### src/rtl/mem_port_arbiter.sv
// Single-port memory arbiter: fetch vs. data-stage access with starvation guard.
// Three-state cycle (IDLE -> ACCESS -> DONE); read data registered, one-cycle ack.
module mem_port_arbiter #(
  parameter int ADDR_W     = 12,
  parameter int DATA_W     = 16,
  parameter int STARVE_MAX = 3
) (
  input  logic              clk,
  input  logic              reset,
  input  logic              if_req,
  input  logic [ADDR_W-1:0] if_addr,
  output logic              if_ack,
  output logic [DATA_W-1:0] if_data,
  input  logic              dm_req,
  input  logic              dm_we,
  input  logic [ADDR_W-1:0] dm_addr,
  input  logic [DATA_W-1:0] dm_wdata,
  output logic              dm_ack,
  output logic [DATA_W-1:0] dm_rdata,
  output logic [ADDR_W-1:0] mem_address,
  output logic              mem_write_enable,
  output logic [DATA_W-1:0] mem_data_in,
  input  logic [DATA_W-1:0] mem_data_out,
  output logic              busy,
  output logic [1:0]        dbg_state,
  output logic [1:0]        dbg_starve_cnt
);

  // Handshake: a requester holds req (and its address/data) high until it
  // sees its ack; ack is a one-cycle pulse with read data valid in that cycle.

  typedef enum logic [1:0] {
    IDLE   = 2'd0,
    ACCESS = 2'd1,
    DONE   = 2'd2
  } state_t;

  localparam logic [1:0] STARVE_LIM = 2'(STARVE_MAX);

  state_t              state_q, state_d;
  logic [1:0]          starve_q, starve_d;
  logic                grant_f_q, grant_f_d;
  logic [ADDR_W-1:0]   addr_q, addr_d;
  logic                we_q, we_d;
  logic [DATA_W-1:0]   din_q, din_d;
  logic [DATA_W-1:0]   if_data_q, if_data_d;
  logic [DATA_W-1:0]   dm_rdata_q, dm_rdata_d;
  logic                fetch_win;

  // Data has priority unless the pending fetch has been passed over STARVE_MAX times.
  assign fetch_win = if_req && (!dm_req || (starve_q == STARVE_LIM));

  always_ff @(posedge clk) begin
    if (reset) begin
      state_q    <= IDLE;
      starve_q   <= 2'd0;
      grant_f_q  <= 1'b0;
      addr_q     <= '0;
      we_q       <= 1'b0;
      din_q      <= '0;
      if_data_q  <= '0;
      dm_rdata_q <= '0;
    end else begin
      state_q    <= state_d;
      starve_q   <= starve_d;
      grant_f_q  <= grant_f_d;
      addr_q     <= addr_d;
      we_q       <= we_d;
      din_q      <= din_d;
      if_data_q  <= if_data_d;
      dm_rdata_q <= dm_rdata_d;
    end
  end

  always_comb begin
    state_d    = state_q;
    starve_d   = starve_q;
    grant_f_d  = grant_f_q;
    addr_d     = addr_q;
    we_d       = we_q;
    din_d      = din_q;
    if_data_d  = if_data_q;
    dm_rdata_d = dm_rdata_q;
    case (state_q)
      IDLE: begin
        if (if_req || dm_req) begin
          state_d   = ACCESS;
          grant_f_d = fetch_win;
          if (fetch_win) begin
            addr_d   = if_addr;
            we_d     = 1'b0;
            din_d    = '0;
            starve_d = 2'd0;
          end else begin
            addr_d = dm_addr;
            we_d   = dm_we;
            din_d  = dm_wdata;
            if (!if_req)
              starve_d = 2'd0;
            else if (starve_q != STARVE_LIM)
              starve_d = starve_q + 2'd1;
          end
        end
      end
      ACCESS: begin
        state_d = DONE;
        we_d    = 1'b0;
        // Memory presents read data at the mid-cycle falling edge.
        if (!we_q) begin
          if (grant_f_q) if_data_d  = mem_data_out;
          else           dm_rdata_d = mem_data_out;
        end
      end
      DONE:    state_d = IDLE;
      default: state_d = IDLE;
    endcase
  end

  assign if_ack           = (state_q == DONE) && grant_f_q;
  assign dm_ack           = (state_q == DONE) && !grant_f_q;
  assign if_data          = if_data_q;
  assign dm_rdata         = dm_rdata_q;
  assign mem_address      = addr_q;
  assign mem_write_enable = we_q;
  assign mem_data_in      = din_q;
  assign busy             = (state_q != IDLE);
  assign dbg_state        = state_q;
  assign dbg_starve_cnt   = starve_q;

endmodule

### config.mk
export PLATFORM = sky130hd
export DESIGN_NAME = mem_port_arbiter
export DESIGN_NICKNAME = d
export VERILOG_FILES = /design/src/rtl/mem_port_arbiter.sv
export SDC_FILE = /design/constraint.sdc
export NUM_CORES = 1
export LEC_CHECK = 0
export CAP_MARGIN = 25
export CORE_MARGIN = 4
export CORE_UTILIZATION = 39
export CTS_CLUSTER_SIZE = 28
export DETAILED_ROUTE_END_ITERATION = 10
export GPL_TIMING_DRIVEN = 0
export PLACE_DENSITY = 0.75
export SLEW_MARGIN = 40
export SYNTH_ARGS = -nofsm -noshare
export SYNTH_HDL_FRONTEND = slang
export SYNTH_SLANG_ARGS = --single-unit
export TNS_END_PERCENT = 10
### constraint.sdc
create_clock -name clk -period 1.6 [get_ports clk]
set_input_delay 0.4 -clock clk [delete_from_list [all_inputs] [get_ports clk]]
set_output_delay 0.4 -clock clk [all_outputs]
set_load 0.05 [all_outputs]
==> results.json, run 1 <==
{
  "synth_top_cell_by_area": "dfxtp_1",
  "hold_class": "input pin to flip-flop",
  "vias": 2553,
  "end_kind": "output pin",
  "fin_nets": 487,
  "sw_frac_of_total": 0.3056,
  "yosys.area_share.adder": 0.004973,
  "grt_pass1_vias": 2349,
  "place.gp.congestion": 0.8159,
  "fin_crit_ns": 1.591,
  "dieArea_sq_um": 7800,
  "pwr-share-comb": 0.232,
  "ys.warnings.count": 0,
  "final_core_util": 0.6373,
  "synth_top_family_by_area": "compound AO/OA/AOI/OAI gates",
  "clk_pin_slew_ns": 0.07,
  "area_delta_synth_final_pct": 59.92,
  "slew_viol_final": 0,
  "synthSimpleGateAreaFrac": 0.1830,
  "seqPwrFrac": 0.414,
  "critPathRequiredTime_ns": 1.20,
  "final.setup_skew_ns": 0.008959,
  "cts_buffers": 9,
  "synth.top_cells.by_count": "dfxtp_1, nand2_1, a21oi_1, a22o_1, o21ai_0",
  "antenna_found_initial": 0,
  "p_per_area_nw_per_um2": 1086,
  "yosysTopAreaCellShare": 0.5251,
  "synthDistinctLibCells": 32,
  "final-hold-violation-count": 0,
  "p_clk_frac": 0.354,
  "cts_root_buf": "clkbuf_8",
  "vdd_ir_drop_max_mv": 0.6500,
  "synth_edf_count": 0,
  "die_y_um": 88.32,
  "synth_compound_area_frac": 0.2332,
  "num_rows": 29,
  "maxCapViolCount": 0,
  "setup_slack_ns": 0.009162,
  "post-route-drc-count": 0,
  "grt_usage": 0.1884,
  "critical_path_class": "flip-flop to output pin",
  "fin_hold_ws_ns": 0.3650,
  "synth_flop_cell": "dfxtp_1",
  "cts_htree_levels": 3,
  "grt_max_degree": 12,
  "syn_area_sq_um": 2516,
  "post-route-period-util": 0.9943,
  "die_w_um": 88.32,
  "netSwitchingPower_uw": 1336,
  "startpoint_type": "flip-flop",
  "cts_num_sinks": 66,
  "worst_pin_slew_ns": 0.5658,
  "rsz0062_at_grt": "yes",
  "setup_viol": 0,
  "postRouteAntennaNets": 0,
  "synth.avg_cell_area_sq_um": 8.891,
  "io_buffers": 126,
  "syn_nets": 345,
  "cts_max_path_buffers": 2,
  "status": "completed",
  "synth_area_leaders": "dfxtp_1, a21oi_1, nand2_1",
  "ys_async_sr_fraction": 0,
  "yosys.area_share.xor_xnor": 0,
  "insertion_delay_ns": 0.34,
  "drt-pass1-iter-count": 4,
  "muxShareOfSynthArea": 0,
  "routedWlPerCell_um": 14.91,
  "initial_core_util": 0.3985,
  "max_freq_ghz": 0.6286,
  "synthCells": 283,
  "worstRegToRegCells": 6,
  "leakage_uw": 0.001589,
  "vias_per_cell": 5.036,
  "cp_max_fo": 6,
  "drive_gt1_frac": 0.2744,
  "intPower_uw": 3035,
  "drt_iter0_drc": 65,
  "coreArea_sq_um": 6314,
  "slew_headroom": 0.6228,
  "crit_arrival_ns": 1.19,
  "hpwl_mm": 5.485,
  "cts_tree": "done",
  "synth_most_common_cell": "dfxtp_1",
  "ioPinCount": 129,
  "place_ws_ns": -0.4170,
  "ys_ff_latch": 66,
  "grt_pass1_wl_mm": 11.35,
  "antenna_cells": 0,
  "worst_hold_path.num_cells": 3,
  "grt_overflow_total": 0,
  "routed_wl_mm": 7.559,
  "yosysSeqAreaShare": 0.5251
}
## placed cells by master (no fill, tap or decap), types with 2 or more instances in the layout
cell and n:
nand2_1 64, dfxtp_1 61, clkdlybuf4s50_1 57, a21oi_1 48, clkbuf_2 42, clkdlybuf4s15_2 25
a22o_1 16, o21ai_0 15, nand3_1 13, a311oi_1 12, clkbuf_8 10, buf_2 9
clkbuf_1 9, buf_4 6, buf_6 4, dfxtp_4 3, nor2_1 2, clkbuf_4 2
clkinv_2 2, bufinv_16 2, dfxtp_2 2
## final timing paths
| path | end | startpoint | slack (ns) |
|---|---|---|---|
| worst max register to register | dm_rdata[10] | dbg_state[0] | 0.02 |
| worst min-delay path | mem_address[11] | if_req | 0.36 |
| worst min register to register | dm_rdata[4] | dm_rdata[4] | 0.46 |
| worst max-delay path | busy | dbg_state[0] | 0.009 |
## metrics by stage
stage	std cells	setup TNS (ns)	power [uW]	instance area, sq um
finish	507	0	4371	4024
CTS	503	-0.01049	4407	4156
floorplan	283	-0.06079	2466	2544
global route	507	-0.2900	4555	4024
global placement	486	-11.86	2887	3901
detailed placement	486	-11.76	2895	3901
## metal layers
metal / track usage / vias to the layer above / part of all wire
met1: 0.2346 / 1168 / 0.43
met3: 0.06052 / 7 / 0.085
li1: - / 1288 / -
met5: 0 / - / 0
met2: 0.3039 / 90 / 0.48
met4: 0.07280 / 0 / 0.0089
## cell families (layout without fill, tap and decap cells)
group / count (synthesis) / after routing
flops: 66 / 66
simple gates: 96 / 96
compound gates: 93 / 93
fa+ha+maj: 1 / 1
buf+inv: 27 / 174
## final cells by class
| cell class | count | area [sq um] |
|---|---|---|
| Fill cell | 568 | 2290 |
| Sequential cell | 66 | 1335 |
| Timing Repair Buffer | 132 | 1146 |
| Multi-Input combinational cell | 190 | 1084 |
| Clock buffer | 11 | 141.4 |
| Buffer | 24 | 133.9 |
| Tap cell | 77 | 96.34 |
| Clock inverter | 5 | 76.32 |
| Inverter | 2 | 11.26 |
## timing repair
item | in CTS | in global routing
gates resized for setup | 181 | 48
pin swaps | 2 | 2
cloned | 0 | 0
setup buffers | 1 | 5
hold buffers | 0 | 0
endpoints found under the setup margin | 88 | 61
## flip-flops by register name (all words and copies together), names as in the netlist
register,count
mem_write_enable,1
dm_rdata,16
mem_data_in,16
grant_f_q,1
dbg_state,2
dbg_starve_cnt,2
mem_address,12
if_data,16
## power by group through the flow
stage               clock [uW]  combinational, uW  sequential (uW)
floorplan                    0                282             2180
global placement             0               1040             1840
detailed placement           0               1050             1850
CTS                       1570               1020             1810
global route              1660               1070             1820
finish                    1550               1010             1810
## critical path, stage by stage, from the launching register on
cell,delay [ns]
dfxtp_4,0.38
nor2_4,0.14
clkinvlp_4,0.16
buf_8,0.18
No activity file was read; power rests on OpenSTA's default activity.
==> run 2, diff against run 1 <==
--- a/config.mk
+++ b/config.mk
@@ -11,7 +11,7 @@
 export CTS_CLUSTER_SIZE = 28
 export DETAILED_ROUTE_END_ITERATION = 10
 export GPL_TIMING_DRIVEN = 0
-export PLACE_DENSITY = 0.75
+export PLACE_DENSITY_LB_ADDON = 0.2
 export SLEW_MARGIN = 40
 export SYNTH_ARGS = -nofsm -noshare
 export SYNTH_HDL_FRONTEND = slang
==> run 2 against run 1 <==
Final cell count down 0.59%. Count of clock-buffer cells in the layout grew 2. Via count is 1.8% lower. Largest cell class unchanged. Highest routed layer unchanged. Combinational power about the same. Clock power down 21%. Final area is 3.4% lower. Largest power group unchanged. Non-clock buffer count decreased by 2. First-iteration DRC count up 17%. Flip-flop and latch count unchanged. Core utilization decreased by 2.2 points. Die area stayed put. Clock skew increased by 0.0018 ns.
==> results.json, run 2 (synthesis gave the netlist of run 1 again) <==
{
  "status": "completed",
  "place.gp.congestion": 0.7588,
  "cts_buffers": 9,
  "leakage_uw": 0.001560,
  "antenna_found_initial": 0,
  "critPathLaunch": "dm_rdata[3]",
  "postRouteAntennaNets": 0,
  "grt_pass1_vias": 2358,
  "layout_common_cells": "nand2_1, dfxtp_1, clkdlybuf4s50_1",
  "slew_viol_final": 0,
  "antenna_cells": 0,
  "area_delta_synth_final_pct": 54.45,
  "rsz0062_at_grt": "yes",
  "fin_hold_ws_ns": 0.3807,
  "drive_gt1_frac": 0.2412,
  "initial_core_util": 0.3985,
  "grt_usage": 0.1848,
  "die_w_um": 88.32,
  "end_kind": "output pin",
  "final_core_util": 0.6155,
  "dieArea_sq_um": 7800,
  "io_buffers": 126,
  "cts_max_path_buffers": 2,
  "crit_arrival_ns": 1.16,
  "die_y_um": 88.32,
  "num_rows": 29,
  "grt_pass1_wl_mm": 11.24,
  "p_per_area_nw_per_um2": 1036,
  "path_cells": "clkdlybuf4s15_1",
  "cpLargestDelayFamily": "buffers and inverters",
  "reg2reg_from": "mem_write_enable",
  "vias": 2507,
  "worst-path-buf-inv": 1,
  "insertion_delay_ns": 0.33,
  "routedWlPerCell_um": 14.54,
  "hp-start": "if_req",
  "coreArea_sq_um": 6314,
  "final.setup_skew_ns": 0.01074,
  "maxCapViolCount": 0,
  "cts_htree_levels": 3,
  "setup_slack_ns": 0.03883,
  "fin_nets": 485,
  "tns_ns": 0,
  "cts_root_buf": "clkbuf_8",
  "setup_viol": 0,
  "max_stage_delay_ns": 0.50,
  "vias_per_cell": 4.974,
  "hpwl_mm": 5.456,
  "post-route-period-util": 0.9757,
  "ioPinCount": 129,
  "critical_path_class": "flip-flop to output pin",
  "cp_max_fo": 2,
  "clk_pin_slew_ns": 0.07,
  "drt-pass1-iter-count": 4,
  "cts_tree": "done",
  "final_common_cell": "nand2_1",
  "cpMaxStageDelayCell": "clkdlybuf4s15_1",
  "cts_hold_buf": 0,
  "worst_pin_slew_ns": 0.5103,
  "post-route-drc-count": 0,
  "fin_crit_ns": 1.561,
  "hold_class": "input pin to flip-flop",
  "slew_headroom": 0.6598,
  "drt_iter0_drc": 76,
  "max_freq_ghz": 0.6405,
  "grt_overflow_total": 0,
  "place_ws_ns": -0.4442,
  "final-hold-violation-count": 0,
  "routed_wl_mm": 7.329,
  "vdd_ir_drop_max_mv": 0.5750,
  "grt_max_degree": 11,
  "cts_num_sinks": 66,
  "critPathRequiredTime_ns": 1.20,
  "startpoint_type": "flip-flop"
}
-- run 2: worst register-to-register path, stage by stage, from the launching register on --
cell and delay [ns]:
dfxtp_1 0.37, or4b_1 0.53, buf_2 0.18, buf_6 0.15
nand2_1 0.07, a21oi_1 0.07
-- run 2: per-layer routing --
| layer | vias up | track usage | share of wire |
|---|---|---|---|
| met3 | 6 | 0.08566 | 0.090 |
| met4 | 0 | 0.05495 | 0.0075 |
| met2 | 84 | 0.2964 | 0.48 |
| met1 | 1139 | 0.2224 | 0.42 |
| li1 | 1278 | - | - |
| met5 | - | 0 | 0 |
-- run 2: cell type report --
type | instances | area [sq um]
sequential | 66 | 1335
multi-input combinational | 190 | 1079
tap | 77 | 96.34
inverter | 2 | 11.26
clock buffer | 13 | 158.9
timing repair buffer | 130 | 1060
fill | 584 | 2427
clock inverter | 2 | 12.51
buffer | 24 | 133.9
-- run 2: stage by stage --
stage	area, sq um	instances	power [uW]
detailed placement	3901	486	2898
CTS	4064	502	4075
finish	3886	504	4028
global placement	3901	486	2885
floorplan	2544	283	2466
global route	3886	504	4211
-- run 2: final timing paths --
check / to / slack [ns] / cells past startpoint
worst max-delay path: dm_rdata[3] / 0.04 / 1
worst min-delay path: mem_address[1] / 0.38 / 3
worst max register to register: dm_rdata[5] / 0.11 / 5
worst min register to register: if_data[11] / 0.45 / 2
-- run 2: power by group --
part / switching, uW / internal [uW] / total (uW)
sequential: 65.3 / 1740 / 1810
combinational: 636 / 351 / 987
clock: 594 / 638 / 1230
total: 1290 / 2730 / 4030
-- run 2: what timing repair did --
item,in CTS,in global routing
gates resized for setup,140,77
pin swaps,2,1
setup buffers,1,3
setup endpoints to repair,88,80
